[src/rtl/hasti_slave_demux_if.sv]
// Bus bundle between one upstream Hasti port and three downstream slaves.
// in_* is the upstream slave-side port; outs_* is the fan-out to the slaves.
interface hasti_slave_demux_if;
    logic [31:0] in_haddr;
    logic        in_hwrite;
    logic [2:0]  in_hsize;
    logic [2:0]  in_hburst;
    logic [3:0]  in_hprot;
    logic [1:0]  in_htrans;
    logic        in_hmastlock;
    logic [31:0] in_hwdata;
    logic        in_hsel;
    logic        in_hreadyin;
    logic [31:0] in_hrdata;
    logic        in_hreadyout;
    logic        in_hresp;

    logic [31:0] outs_haddr;
    logic        outs_hwrite;
    logic [2:0]  outs_hsize;
    logic [2:0]  outs_hburst;
    logic [3:0]  outs_hprot;
    logic [1:0]  outs_htrans;
    logic        outs_hmastlock;
    logic [31:0] outs_hwdata;
    logic        outs_hreadyin;
    logic [2:0]  outs_hsel;
    logic [95:0] outs_hrdata;
    logic [2:0]  outs_hreadyout;
    logic [2:0]  outs_hresp;

    // View taken by the demux itself.
    modport slave (
        input  in_haddr, in_hwrite, in_hsize, in_hburst, in_hprot, in_htrans,
               in_hmastlock, in_hwdata, in_hsel, in_hreadyin,
               outs_hrdata, outs_hreadyout, outs_hresp,
        output in_hrdata, in_hreadyout, in_hresp,
               outs_haddr, outs_hwrite, outs_hsize, outs_hburst, outs_hprot,
               outs_htrans, outs_hmastlock, outs_hwdata, outs_hreadyin, outs_hsel
    );

    // View taken by the surrounding system (upstream master plus slaves).
    modport master (
        output in_haddr, in_hwrite, in_hsize, in_hburst, in_hprot, in_htrans,
               in_hmastlock, in_hwdata, in_hsel, in_hreadyin,
               outs_hrdata, outs_hreadyout, outs_hresp,
        input  in_hrdata, in_hreadyout, in_hresp,
               outs_haddr, outs_hwrite, outs_hsize, outs_hburst, outs_hprot,
               outs_htrans, outs_hmastlock, outs_hwdata, outs_hreadyin, outs_hsel
    );
endinterface

[src/rtl/hasti_slave_demux.sv]
// AHB-Lite address decoder / response mux fanning one port out to three slaves.
// Define HASTI_DEMUX_ERRSLV_EN to make unmapped accesses return a 2-cycle ERROR.
module hasti_slave_demux #(
    parameter logic [31:0] S0_BASE = 32'h0000_0000,
    parameter logic [31:0] S0_MASK = 32'hFFFF_0000,
    parameter logic [31:0] S1_BASE = 32'h0001_0000,
    parameter logic [31:0] S1_MASK = 32'hFFFF_0000,
    parameter logic [31:0] S2_BASE = 32'h1000_0000,
    parameter logic [31:0] S2_MASK = 32'hF000_0000
) (
    input  logic                clk,
    input  logic                reset,
    hasti_slave_demux_if.slave  io
);
    localparam logic [2:0][31:0] L_BASE = {S2_BASE, S1_BASE, S0_BASE};
    localparam logic [2:0][31:0] L_MASK = {S2_MASK, S1_MASK, S0_MASK};
    localparam logic [1:0] HTRANS_NONSEQ = 2'b10;
    localparam logic [1:0] HTRANS_SEQ    = 2'b11;

    logic [2:0]  w_match;
    logic [2:0]  w_first;
    logic        w_active;
    logic        w_unmapped;
    logic [3:0]  w_dsel_next;
    logic [3:0]  r_dsel;
    logic [31:0] w_hrdata;
    logic        w_hreadyout;
    logic        w_hresp;
    logic        w_def_hreadyout;
    logic        w_def_hresp;

    assign io.outs_haddr     = io.in_haddr;
    assign io.outs_hwrite    = io.in_hwrite;
    assign io.outs_hsize     = io.in_hsize;
    assign io.outs_hburst    = io.in_hburst;
    assign io.outs_hprot     = io.in_hprot;
    assign io.outs_htrans    = io.in_htrans;
    assign io.outs_hmastlock = io.in_hmastlock;
    assign io.outs_hwdata    = io.in_hwdata;
    assign io.outs_hreadyin  = io.in_hreadyin;

    // Lowest index wins when regions overlap.
    genvar gi;
    generate
        for (gi = 0; gi < 3; gi++) begin : g_dec
            localparam logic [2:0] LOWER = 3'((1 << gi) - 1);
            assign w_match[gi]     = (io.in_haddr & L_MASK[gi]) == L_BASE[gi];
            assign w_first[gi]     = w_match[gi] & ~|(w_match & LOWER);
            assign io.outs_hsel[gi] = io.in_hsel & w_first[gi];
        end
    endgenerate

    assign w_active    = io.in_hsel &&
                         (io.in_htrans == HTRANS_NONSEQ || io.in_htrans == HTRANS_SEQ);
    assign w_unmapped  = w_active & ~|w_match;
    assign w_dsel_next = w_active ? {w_unmapped, w_first} : 4'b0000;

    // Data-phase owner: {DEF, S2, S1, S0}, all-zero means no data phase.
    always_ff @(posedge clk or posedge reset) begin
        if (reset) begin
            r_dsel <= 4'b0000;
        end else if (io.in_hreadyin) begin
            r_dsel <= w_dsel_next;
        end
    end

`ifdef HASTI_DEMUX_ERRSLV_EN
    typedef enum logic [1:0] {
        DS_IDLE,
        DS_ERR1,
        DS_ERR2
    } ds_state_t;

    ds_state_t r_ds_state;
    ds_state_t w_ds_state_next;
    logic      w_accept_unmapped;

    assign w_accept_unmapped = io.in_hreadyin & w_unmapped;

    always_ff @(posedge clk or posedge reset) begin
        if (reset) begin
            r_ds_state <= DS_IDLE;
        end else begin
            r_ds_state <= w_ds_state_next;
        end
    end

    always_comb begin
        w_ds_state_next = r_ds_state;
        w_def_hreadyout = 1'b1;
        w_def_hresp     = 1'b0;
        case (r_ds_state)
            DS_IDLE: begin
                if (w_accept_unmapped) w_ds_state_next = DS_ERR1;
            end
            DS_ERR1: begin
                w_def_hreadyout = 1'b0;
                w_def_hresp     = 1'b1;
                w_ds_state_next = DS_ERR2;
            end
            DS_ERR2: begin
                w_def_hresp     = 1'b1;
                w_ds_state_next = w_accept_unmapped ? DS_ERR1 : DS_IDLE;
            end
            default: w_ds_state_next = DS_IDLE;
        endcase
    end
`else
    // Without the error slave, unmapped transfers complete OKAY with no wait.
    assign w_def_hreadyout = 1'b1;
    assign w_def_hresp     = 1'b0;
`endif

    always_comb begin
        w_hrdata    = 32'h0000_0000;
        w_hreadyout = 1'b1;
        w_hresp     = 1'b0;
        for (int i = 0; i < 3; i++) begin
            if (r_dsel[i]) begin
                w_hrdata    = io.outs_hrdata[32*i +: 32];
                w_hreadyout = io.outs_hreadyout[i];
                w_hresp     = io.outs_hresp[i];
            end
        end
        if (r_dsel[3]) begin
            w_hreadyout = w_def_hreadyout;
            w_hresp     = w_def_hresp;
        end
    end

    assign io.in_hrdata    = w_hrdata;
    assign io.in_hreadyout = w_hreadyout;
    assign io.in_hresp     = w_hresp;
endmodule

[src/flat_wrapper.sv]
// flat-port wrapper written by rule: the top's interface ports become plain ports
module hasti_slave_demux_flat 
#(
    parameter logic [31:0] S0_BASE = 32'h0000_0000,
    parameter logic [31:0] S0_MASK = 32'hFFFF_0000,
    parameter logic [31:0] S1_BASE = 32'h0001_0000,
    parameter logic [31:0] S1_MASK = 32'hFFFF_0000,
    parameter logic [31:0] S2_BASE = 32'h1000_0000,
    parameter logic [31:0] S2_MASK = 32'hF000_0000
)
  (clk, reset, io_in_haddr, io_in_hwrite, io_in_hsize, io_in_hburst, io_in_hprot, io_in_htrans, io_in_hmastlock, io_in_hwdata, io_in_hsel, io_in_hreadyin, io_outs_hrdata, io_outs_hreadyout, io_outs_hresp, io_in_hrdata, io_in_hreadyout, io_in_hresp, io_outs_haddr, io_outs_hwrite, io_outs_hsize, io_outs_hburst, io_outs_hprot, io_outs_htrans, io_outs_hmastlock, io_outs_hwdata, io_outs_hreadyin, io_outs_hsel);
  hasti_slave_demux_if io_i ();
  input  logic clk;
  input  logic reset;
  input wire logic [$bits(io_i.in_haddr)-1:0] io_in_haddr;
  input wire logic [$bits(io_i.in_hwrite)-1:0] io_in_hwrite;
  input wire logic [$bits(io_i.in_hsize)-1:0] io_in_hsize;
  input wire logic [$bits(io_i.in_hburst)-1:0] io_in_hburst;
  input wire logic [$bits(io_i.in_hprot)-1:0] io_in_hprot;
  input wire logic [$bits(io_i.in_htrans)-1:0] io_in_htrans;
  input wire logic [$bits(io_i.in_hmastlock)-1:0] io_in_hmastlock;
  input wire logic [$bits(io_i.in_hwdata)-1:0] io_in_hwdata;
  input wire logic [$bits(io_i.in_hsel)-1:0] io_in_hsel;
  input wire logic [$bits(io_i.in_hreadyin)-1:0] io_in_hreadyin;
  input wire logic [$bits(io_i.outs_hrdata)-1:0] io_outs_hrdata;
  input wire logic [$bits(io_i.outs_hreadyout)-1:0] io_outs_hreadyout;
  input wire logic [$bits(io_i.outs_hresp)-1:0] io_outs_hresp;
  output wire logic [$bits(io_i.in_hrdata)-1:0] io_in_hrdata;
  output wire logic [$bits(io_i.in_hreadyout)-1:0] io_in_hreadyout;
  output wire logic [$bits(io_i.in_hresp)-1:0] io_in_hresp;
  output wire logic [$bits(io_i.outs_haddr)-1:0] io_outs_haddr;
  output wire logic [$bits(io_i.outs_hwrite)-1:0] io_outs_hwrite;
  output wire logic [$bits(io_i.outs_hsize)-1:0] io_outs_hsize;
  output wire logic [$bits(io_i.outs_hburst)-1:0] io_outs_hburst;
  output wire logic [$bits(io_i.outs_hprot)-1:0] io_outs_hprot;
  output wire logic [$bits(io_i.outs_htrans)-1:0] io_outs_htrans;
  output wire logic [$bits(io_i.outs_hmastlock)-1:0] io_outs_hmastlock;
  output wire logic [$bits(io_i.outs_hwdata)-1:0] io_outs_hwdata;
  output wire logic [$bits(io_i.outs_hreadyin)-1:0] io_outs_hreadyin;
  output wire logic [$bits(io_i.outs_hsel)-1:0] io_outs_hsel;
  assign io_i.in_haddr = io_in_haddr;
  assign io_i.in_hwrite = io_in_hwrite;
  assign io_i.in_hsize = io_in_hsize;
  assign io_i.in_hburst = io_in_hburst;
  assign io_i.in_hprot = io_in_hprot;
  assign io_i.in_htrans = io_in_htrans;
  assign io_i.in_hmastlock = io_in_hmastlock;
  assign io_i.in_hwdata = io_in_hwdata;
  assign io_i.in_hsel = io_in_hsel;
  assign io_i.in_hreadyin = io_in_hreadyin;
  assign io_i.outs_hrdata = io_outs_hrdata;
  assign io_i.outs_hreadyout = io_outs_hreadyout;
  assign io_i.outs_hresp = io_outs_hresp;
  assign io_in_hrdata = io_i.in_hrdata;
  assign io_in_hreadyout = io_i.in_hreadyout;
  assign io_in_hresp = io_i.in_hresp;
  assign io_outs_haddr = io_i.outs_haddr;
  assign io_outs_hwrite = io_i.outs_hwrite;
  assign io_outs_hsize = io_i.outs_hsize;
  assign io_outs_hburst = io_i.outs_hburst;
  assign io_outs_hprot = io_i.outs_hprot;
  assign io_outs_htrans = io_i.outs_htrans;
  assign io_outs_hmastlock = io_i.outs_hmastlock;
  assign io_outs_hwdata = io_i.outs_hwdata;
  assign io_outs_hreadyin = io_i.outs_hreadyin;
  assign io_outs_hsel = io_i.outs_hsel;
  hasti_slave_demux #(.S0_BASE(S0_BASE), .S0_MASK(S0_MASK), .S1_BASE(S1_BASE), .S1_MASK(S1_MASK), .S2_BASE(S2_BASE), .S2_MASK(S2_MASK)) u_core (.clk(clk), .reset(reset), .io(io_i));
endmodule
[config.mk]
export PLATFORM = sky130hd
export DESIGN_NAME = hasti_slave_demux_flat
export DESIGN_NICKNAME = d
export VERILOG_FILES = /design/src/rtl/hasti_slave_demux_if.sv /design/src/rtl/hasti_slave_demux.sv /design/src/flat_wrapper.sv
export SDC_FILE = /design/constraint.sdc
export NUM_CORES = 1
export LEC_CHECK = 0
export CAP_MARGIN = 5
export CELL_PAD_IN_SITES_DETAIL_PLACEMENT = 1
export CELL_PAD_IN_SITES_GLOBAL_PLACEMENT = 1
export CORE_UTILIZATION = 13
export CTS_CLUSTER_DIAMETER = 200
export DETAILED_ROUTE_END_ITERATION = 6
export PLACE_DENSITY = 0.87
export SLEW_MARGIN = 0
export SYNTH_ARGS = -nofsm -noshare
export SYNTH_HDL_FRONTEND = slang
export SYNTH_SLANG_ARGS = --single-unit
[constraint.sdc]
create_clock -name clk -period 3.2 [get_ports clk]
set_input_delay 0.48 -clock clk [delete_from_list [all_inputs] [get_ports clk]]
set_output_delay 0.48 -clock clk [all_outputs]
set_load 0.01 [all_outputs]
* After elaboration in Yosys (flattened, before gate mapping)
Cells that the tools add are included.
** Word-level totals
- Register bits :: 4
- Input bits :: 184
- Output and inout bits :: 116
- Logic and storage cells :: 31
** Cells by class
- Eq/ne operators :: 4
- Muxes and demuxes :: 12
- Bitwise operators :: 6
- Reduce and logical (&&, ||, !) cells :: 8
** Operators by type and width (count)
- 32-bit 2-to-1 mux :: 3
- 32-bit zero test :: 1
- 16-bit by 1-bit equality test with 1-bit output, second input constant :: 1
- 1-bit 2-to-1 mux :: 8
- 1-bit AND :: 6
- 2-bit equality test, second input constant :: 2
- 4-bit by 1-bit equality test with 1-bit output, second input constant :: 1
- 4-bit 2-to-1 mux :: 1
- 1-bit zero test :: 3
- 3-bit OR reduction :: 1
- 2-bit OR reduction :: 1
- 1-bit logical AND :: 1
- 1-bit logical OR :: 1

* Logic depth before layout (Yosys ltp)
Gate-level depths: netlist (run 1).
- Depth after elaboration :: 5
- Depth in mapped cells :: 6
- Depth with buffers taken out :: 3

* Worst setup path before layout (run 1)
No wires, ideal clock.
- Path kind :: in2out
- Start :: in io_in_haddr[28]
- End :: out io_outs_hsel[0]
- Data arrival time :: 1204 ps
- Data required time :: 2720 ps
- Path slack :: 1516 ps
- Stages :: 3
- Path buffers :: 0
- Cells stage by stage :: nor4_2 nand4_2 nor3b_2
** Between the ends
- Word-level cells in the longest chain between the ends :: 2
** RTL lines
- start: declaration :: RTL line flat_wrapper.sv:15 : input wire logic [$bits(io_i.in_haddr)-1:0] io_in_haddr;
- 32-bit zero test :: RTL line hasti_slave_demux.sv:47 : assign w_match[gi] = (io.in_haddr & L_MASK[gi]) == L_BASE[gi];
- 1-bit AND :: RTL line hasti_slave_demux.sv:49 : assign io.outs_hsel[gi] = io.in_hsel & w_first[gi];
- end: declaration :: RTL line flat_wrapper.sv:40 : output wire logic [$bits(io_i.outs_hsel)-1:0] io_outs_hsel;
Every way passes these cells.

* Worst setup path in the final report (run 1)
- Start :: in io_in_haddr[28]
- End :: out io_outs_hsel[1]
** Between the ends
- Word-level cells in the longest chain between the ends :: 4
- Elaborated cells between the ends (all ways) :: 5
- Those cells by class :: 1 x eq/ne; 2 x bitwise; 2 x reduce/logical
** RTL lines
- 32-bit zero test :: RTL line hasti_slave_demux.sv:47
- 1-bit zero test :: RTL line hasti_slave_demux.sv:48 : assign w_first[gi] = w_match[gi] & ~|(w_match & LOWER);
- 1-bit AND (*) :: RTL line hasti_slave_demux.sv:48
- 1-bit AND (*) :: RTL line hasti_slave_demux.sv:49
Mark *: on every way between the ends. The rest lies on a longest branch, timed or not.

==> results.json, run 1 <==
{
  "initial_core_util_pct": 13.4,
  "die_y_um": 117,
  "synth_edf_count": 0,
  "reg2reg_slack_ps": 1960,
  "finalSetupViolations": 0,
  "regMostFlops": "u_core.r_dsel",
  "worst_pin_slew_ps": 642,
  "hp-class": "in -> async",
  "hpwl_mm": 6.81,
  "p_sw_share_pct": 20.9,
  "cts_resized": 0,
  "power_density_nw_per_um2": 150,
  "cts_tree": "built",
  "wl_met3_um": 900,
  "relSlewSlack_pct": 57.2,
  "required_ps": 2720,
  "fin_skew_ps": 0,
  "die-area_sq_um": 13600,
  "met1_length_mm": 2.48,
  "largestRegisters": "u_core.r_dsel (4)",
  "maxCapViolations": 0,
  "fp.dieW_um": 117,
  "cts_setup_buffers": 0,
  "postRouteAntennaNets": 0,
  "avgSynthCellArea_sq_um": 7.62,
  "avgViaCountPerCell": 3.98,
  "slew_violations": 0,
  "yosysWarnings": 0,
  "antenna_found_initial": 0,
  "crit_path_end_kind": "output port",
  "port_buffers": 177,
  "via_count": 1935,
  "rr_worst_depth": 2,
  "grtUsageTotal_pct": 10.3,
  "cp-start-kind": "input pin",
  "ir_drop_mv": 0.159,
  "first_pass_iters": 4,
  "worstSkewPairLatency_ps": 220,
  "intPower_mw": 0.373,
  "ioPinCount": 300,
  "cts_root_buffer": "clkbuf_16",
  "final_core_utilization_pct": 24.6,
  "remaining_drc_errors": 0,
  "syn_nets": 408,
  "wl_met2_mm": 4.36,
  "holdWs_ps": 435,
  "leakagePower_nw": 0.995,
  "critPathArrivalTime_ps": 2280,
  "cts_buffer_depth": 2,
  "avgRoutedWirePerCell_um": 16.4,
  "netlist-cell-type-count": 31,
  "gr-total-overflow": 0,
  "netlist_instances": 224,
  "synth_area_leaders": "buf_4 (37%), a22oi_2 (22%), o21ai_1 (8.8%)",
  "place_ws_ps": 445,
  "core_sq_um": 12700,
  "combPwrFrac_pct": 47.5,
  "ys_ff_latch": 4,
  "netlist_area_sq_um": 1710,
  "r2r-end": "u_core.r_dsel[2]",
  "hold_viol": 0,
  "outcome": "complete, no violations",
  "numClockSinks": 4,
  "post-route-period-util_pct": 86.4,
  "synth.largest_area_cell": "buf_4",
  "seq_power_share_pct": 11.7,
  "setup_slack_ps": 435,
  "finalWirelength_mm": 7.95,
  "cts_made_buffers": 3,
  "layout-drive-gt1-share_pct": 15.3,
  "num_antenna_cells": 0,
  "grt_pass1_vias": 2084,
  "grt_pass1_wl_mm": 10.4,
  "ys_seq_area_share_pct": 5.87,
  "max_freq_mhz": 362,
  "period_minus_slack_ps": 2760,
  "crit_type": "in -> out",
  "async_flop_share_pct": 100,
  "drt_iter0_drc": 31,
  "grt_max_degree": 37,
  "clkTransAtPathRegs_ps": 30,
  "cts_hold_buf": 0,
  "gp_congestion": 0.764,
  "yosys_most_used_dff": "dfrtp_1",
  "syn2layout_area_growth_pct": 83.7,
  "clkPwrFrac_pct": 40.8,
  "top_layer": "met4",
  "finalSetupTns_ps": 0,
  "p_sw_mw": 0.0987,
  "r2r-start": "u_core.r_dsel[2]",
  "yosysTopAreaCellShare_pct": 36.5,
  "largest_register_ffs": 4,
  "htree_levels": 1,
  "crit_fanout": 5,
  "rsz0062_at_grt": "no",
  "nets": 500,
  "rows": 41
}
[stage by stage]
stage,area [sq um],power (mW),cells
3_3_place_gp,3060,0.275,483
5_1_grt,3130,0.489,486
6_report,3130,0.471,486
3_5_place_dp,3060,0.281,483
4_1_cts,3130,0.477,486
2_1_floorplan,1710,0.171,224
[per-layer routing]
metal / up-vias / global-route usage, %
li1: 885 / -
met1: 881 / 8.53
met2: 147 / 21.5
met3: 22 / 3.11
met4: 0 / 4.81
met5: - / 0
[how the worst max path moves through the flow]
| stage | from | to | slack [ps] | cells after the start |
|---|---|---|---|---|
| floorplan | io_in_haddr[28] | io_outs_hsel[0] | 1520 | 3 |
| global placement | io_in_haddr[28] | io_outs_hsel[1] | 450 | 5 |
| detailed placement | io_in_haddr[28] | io_outs_hsel[1] | 440 | 5 |
| CTS | io_in_haddr[28] | io_outs_hsel[1] | 420 | 5 |
| global route | io_in_haddr[28] | io_outs_hsel[0] | 310 | 5 |
| finish | io_in_haddr[28] | io_outs_hsel[1] | 440 | 5 |
[layout by cell type, fill, tap and decap left out, drive strengths merged]
cell,n
a211o,1
a21oi,2
a221oi,2
a22o,1
a22oi,31
and3,1
and3b,1
buf,4
clkbuf,3
clkdlybuf4s50,177
dfrtp,4
inv,5
nand2,34
nand3,1
nand4,2
nand4b,1
nor2,2
nor2b,1
nor3,2
nor3b,1
nor4,3
o21ai,32
o22ai,1
o2bb2ai,2
[synth_stat cells (4+ instances only)]
library cell	instances
a22oi_2	30
buf_4	83
buf_6	4
clkbuf_1	5
dfrtp_1	4
inv_1	5
nand2_1	34
o21ai_1	30
[critical path, stage by stage]
cell             delay (ps)
clkdlybuf4s50_1         480
nor4_2                  330
nand4_2                 220
nor2_1                  210
clkdlybuf4s50_1         570
[power by group through the flow]
stage / clock, mW / sequential (mW) / combinational [mW]
global route: 0.198 / 0.0557 / 0.236
CTS: 0.195 / 0.0555 / 0.226
global placement: 0 / 0.0559 / 0.220
detailed placement: 0 / 0.0560 / 0.225
floorplan: 0 / 0.0534 / 0.117
finish: 0.192 / 0.0552 / 0.224
[logic make-up (layout without fill, tap and decap cells)]
logic type	Yosys count	count (layout)	synth area share, %
flip-flops	4	4	5.87
AND/OR/NAND/NOR	49	49	16.0
buffers and inverters	99	189	41.9
AO/OA/AOI/OAI	72	72	36.2
[final cells by class]
type,count,area (sq um)
Timing Repair Buffer,181,1830
Sequential cell,4,103
Clock buffer,3,75.1
Fill cell,1546,9590
Multi-Input combinational cell,121,896
Inverter,5,18.8
Tap cell,172,215
No activity file was read; power rests on OpenSTA's default activity.
==> inputs of run 2 (changes only) <==
Settings changed: CTS_CLUSTER_SIZE set to 20.
==> results of run 2 <==
Same layout as run 1: the final DEF is identical, and so are final timing and power.
==> edit, RTL diff (flow settings as in run 1) <==
The option `HASTI_DEMUX_ERRSLV_EN` is turned on by a define.
--- a/src/rtl/hasti_slave_demux.sv
+++ b/src/rtl/hasti_slave_demux.sv
@@ -2,2 +2,4 @@
 // Define HASTI_DEMUX_ERRSLV_EN to make unmapped accesses return a 2-cycle ERROR.
+`define HASTI_DEMUX_ERRSLV_EN
+
 module hasti_slave_demux #(
Behaviour: not the same (a bounded check fails within 4 cycles, from zero or initial values and one cycle with reset high).
==> edit against run 1 <==
  * Routed wire length about the same
  * Sequential power up 83%
  * Utilization rose by 0.63 points
  * Sequential cell count up 2
  * Hold slack better by 0.032 ns
  * Power increased by 26%
  * Count of clock-buffer cells in the layout rose by 1
  * Setup slack worse by 0.018 ns
  * First-iteration DRC count decreased by 6.5%
  * Cell count is 2.7% higher
  * Final area decreased by 1.6%
  * Area after synthesis is 2.9% lower
  * Non-clock buffer count is 1 lower
  * Clock skew about the same
  * Critical endpoint is now io_outs_hsel[0]
  * Largest cell class unchanged
  * Largest power group unchanged
  * Highest routed layer unchanged
==> edit: results (changes against run 1) <==
<table>
<tr><th>Metric</th><th>Value</th></tr>
<tr><th colspan="2">Place</th></tr>
<tr><td>Pre-CTS setup slack</td><td>0.411 ns (was 0.445 ns)</td></tr>
<tr><th colspan="2">Yosys</th></tr>
<tr><td>Proportion of synthesized chip area in sequential cells</td><td>0.0906 (was 0.0587)</td></tr>
<tr><td>Number of distinct standard cells referenced by the synthesized netlist</td><td>29 (was 31)</td></tr>
<tr><td>Synthesized-area fraction occupied by ao, oa, aoi and oai cells</td><td>0.299 (was 0.362)</td></tr>
<tr><th colspan="2">Setup path</th></tr>
<tr><td>Delay of the slowest critical-path stage</td><td>0.53 ns (was 0.57 ns)</td></tr>
<tr><td>Data arrival at the endpoint of the critical path</td><td>2.30 ns (was 2.28 ns)</td></tr>
<tr><th colspan="2">Cells and area</th></tr>
<tr><td>Data-path buffer share of cell area in the final layout</td><td>0.582 (was 0.583)</td></tr>
<tr><td>Final cell count without fillers</td><td>499 (was 486)</td></tr>
<tr><td>Filler cells</td><td>1479 (was 1546)</td></tr>
<tr><td>Number of buffers other than clock buffers in the final layout</td><td>180 (was 181)</td></tr>
<tr><td>Ratio of cells with drive above 1 in the final layout</td><td>0.0393 (was 0.153)</td></tr>
<tr><th colspan="2">Power</th></tr>
<tr><td>Power dissipated by switching net loads</td><td>153 uW (was 98.7 uW)</td></tr>
<tr><td>Leakage power total</td><td>0.00106 uW (was 0.000995 uW)</td></tr>
<tr><td>Sum of internal, switching and leakage power</td><td>594 uW (was 471 uW)</td></tr>
<tr><td>Power in the clock group</td><td>217 uW (was 192 uW)</td></tr>
<tr><th colspan="2">Detailed routing</th></tr>
<tr><td>Total number of vias</td><td>2031 (was 1935)</td></tr>
<tr><td>Detailed-route wire length per cell</td><td>15.9 um (was 16.4 um)</td></tr>
<tr><th colspan="2">STA</th></tr>
<tr><td>Post-route clock skew</td><td>0.000449 ns (was 0 ns)</td></tr>
<tr><th colspan="2">Status</th></tr>
<tr><td>Result of the run</td><td>finished clean (unchanged)</td></tr>
<tr><th colspan="2">Global routing</th></tr>
<tr><td>First-pass GRT wire length</td><td>11.1 mm (was 10.4 mm)</td></tr>
</table>
[edit: cell count changes after synthesis, sizes merged, moves of 4 or more]
cell and delta:
clkbuf +4, ha +5, inv +4, buf -4
[edit: per-layer routing]
layer  part of all wire  track usage  up-vias
li1                   -            -      936
met1               0.34        0.106      922
met2               0.52        0.209      144
met3               0.11       0.0364       29
met4              0.034       0.0615        0
met5                  0            0        -
[edit: final timing paths]
check	from	endpoint	slack (ns)	cells after the start
setup / recovery	io_in_haddr[19]	io_outs_hsel[0]	0.42	6
hold / removal	reset	u_core.r_ds_state[0]	0.47	2
setup reg to reg	u_core.r_ds_state[0]	u_core.r_ds_state[1]	1.81	4
hold reg to reg	u_core.r_ds_state[1]	u_core.r_ds_state[1]	0.57	1
max in group asynchronous	reset	u_core.r_dsel[2]	2.52	2
min in group clk	u_core.r_ds_state[1]	u_core.r_ds_state[1]	0.57	1
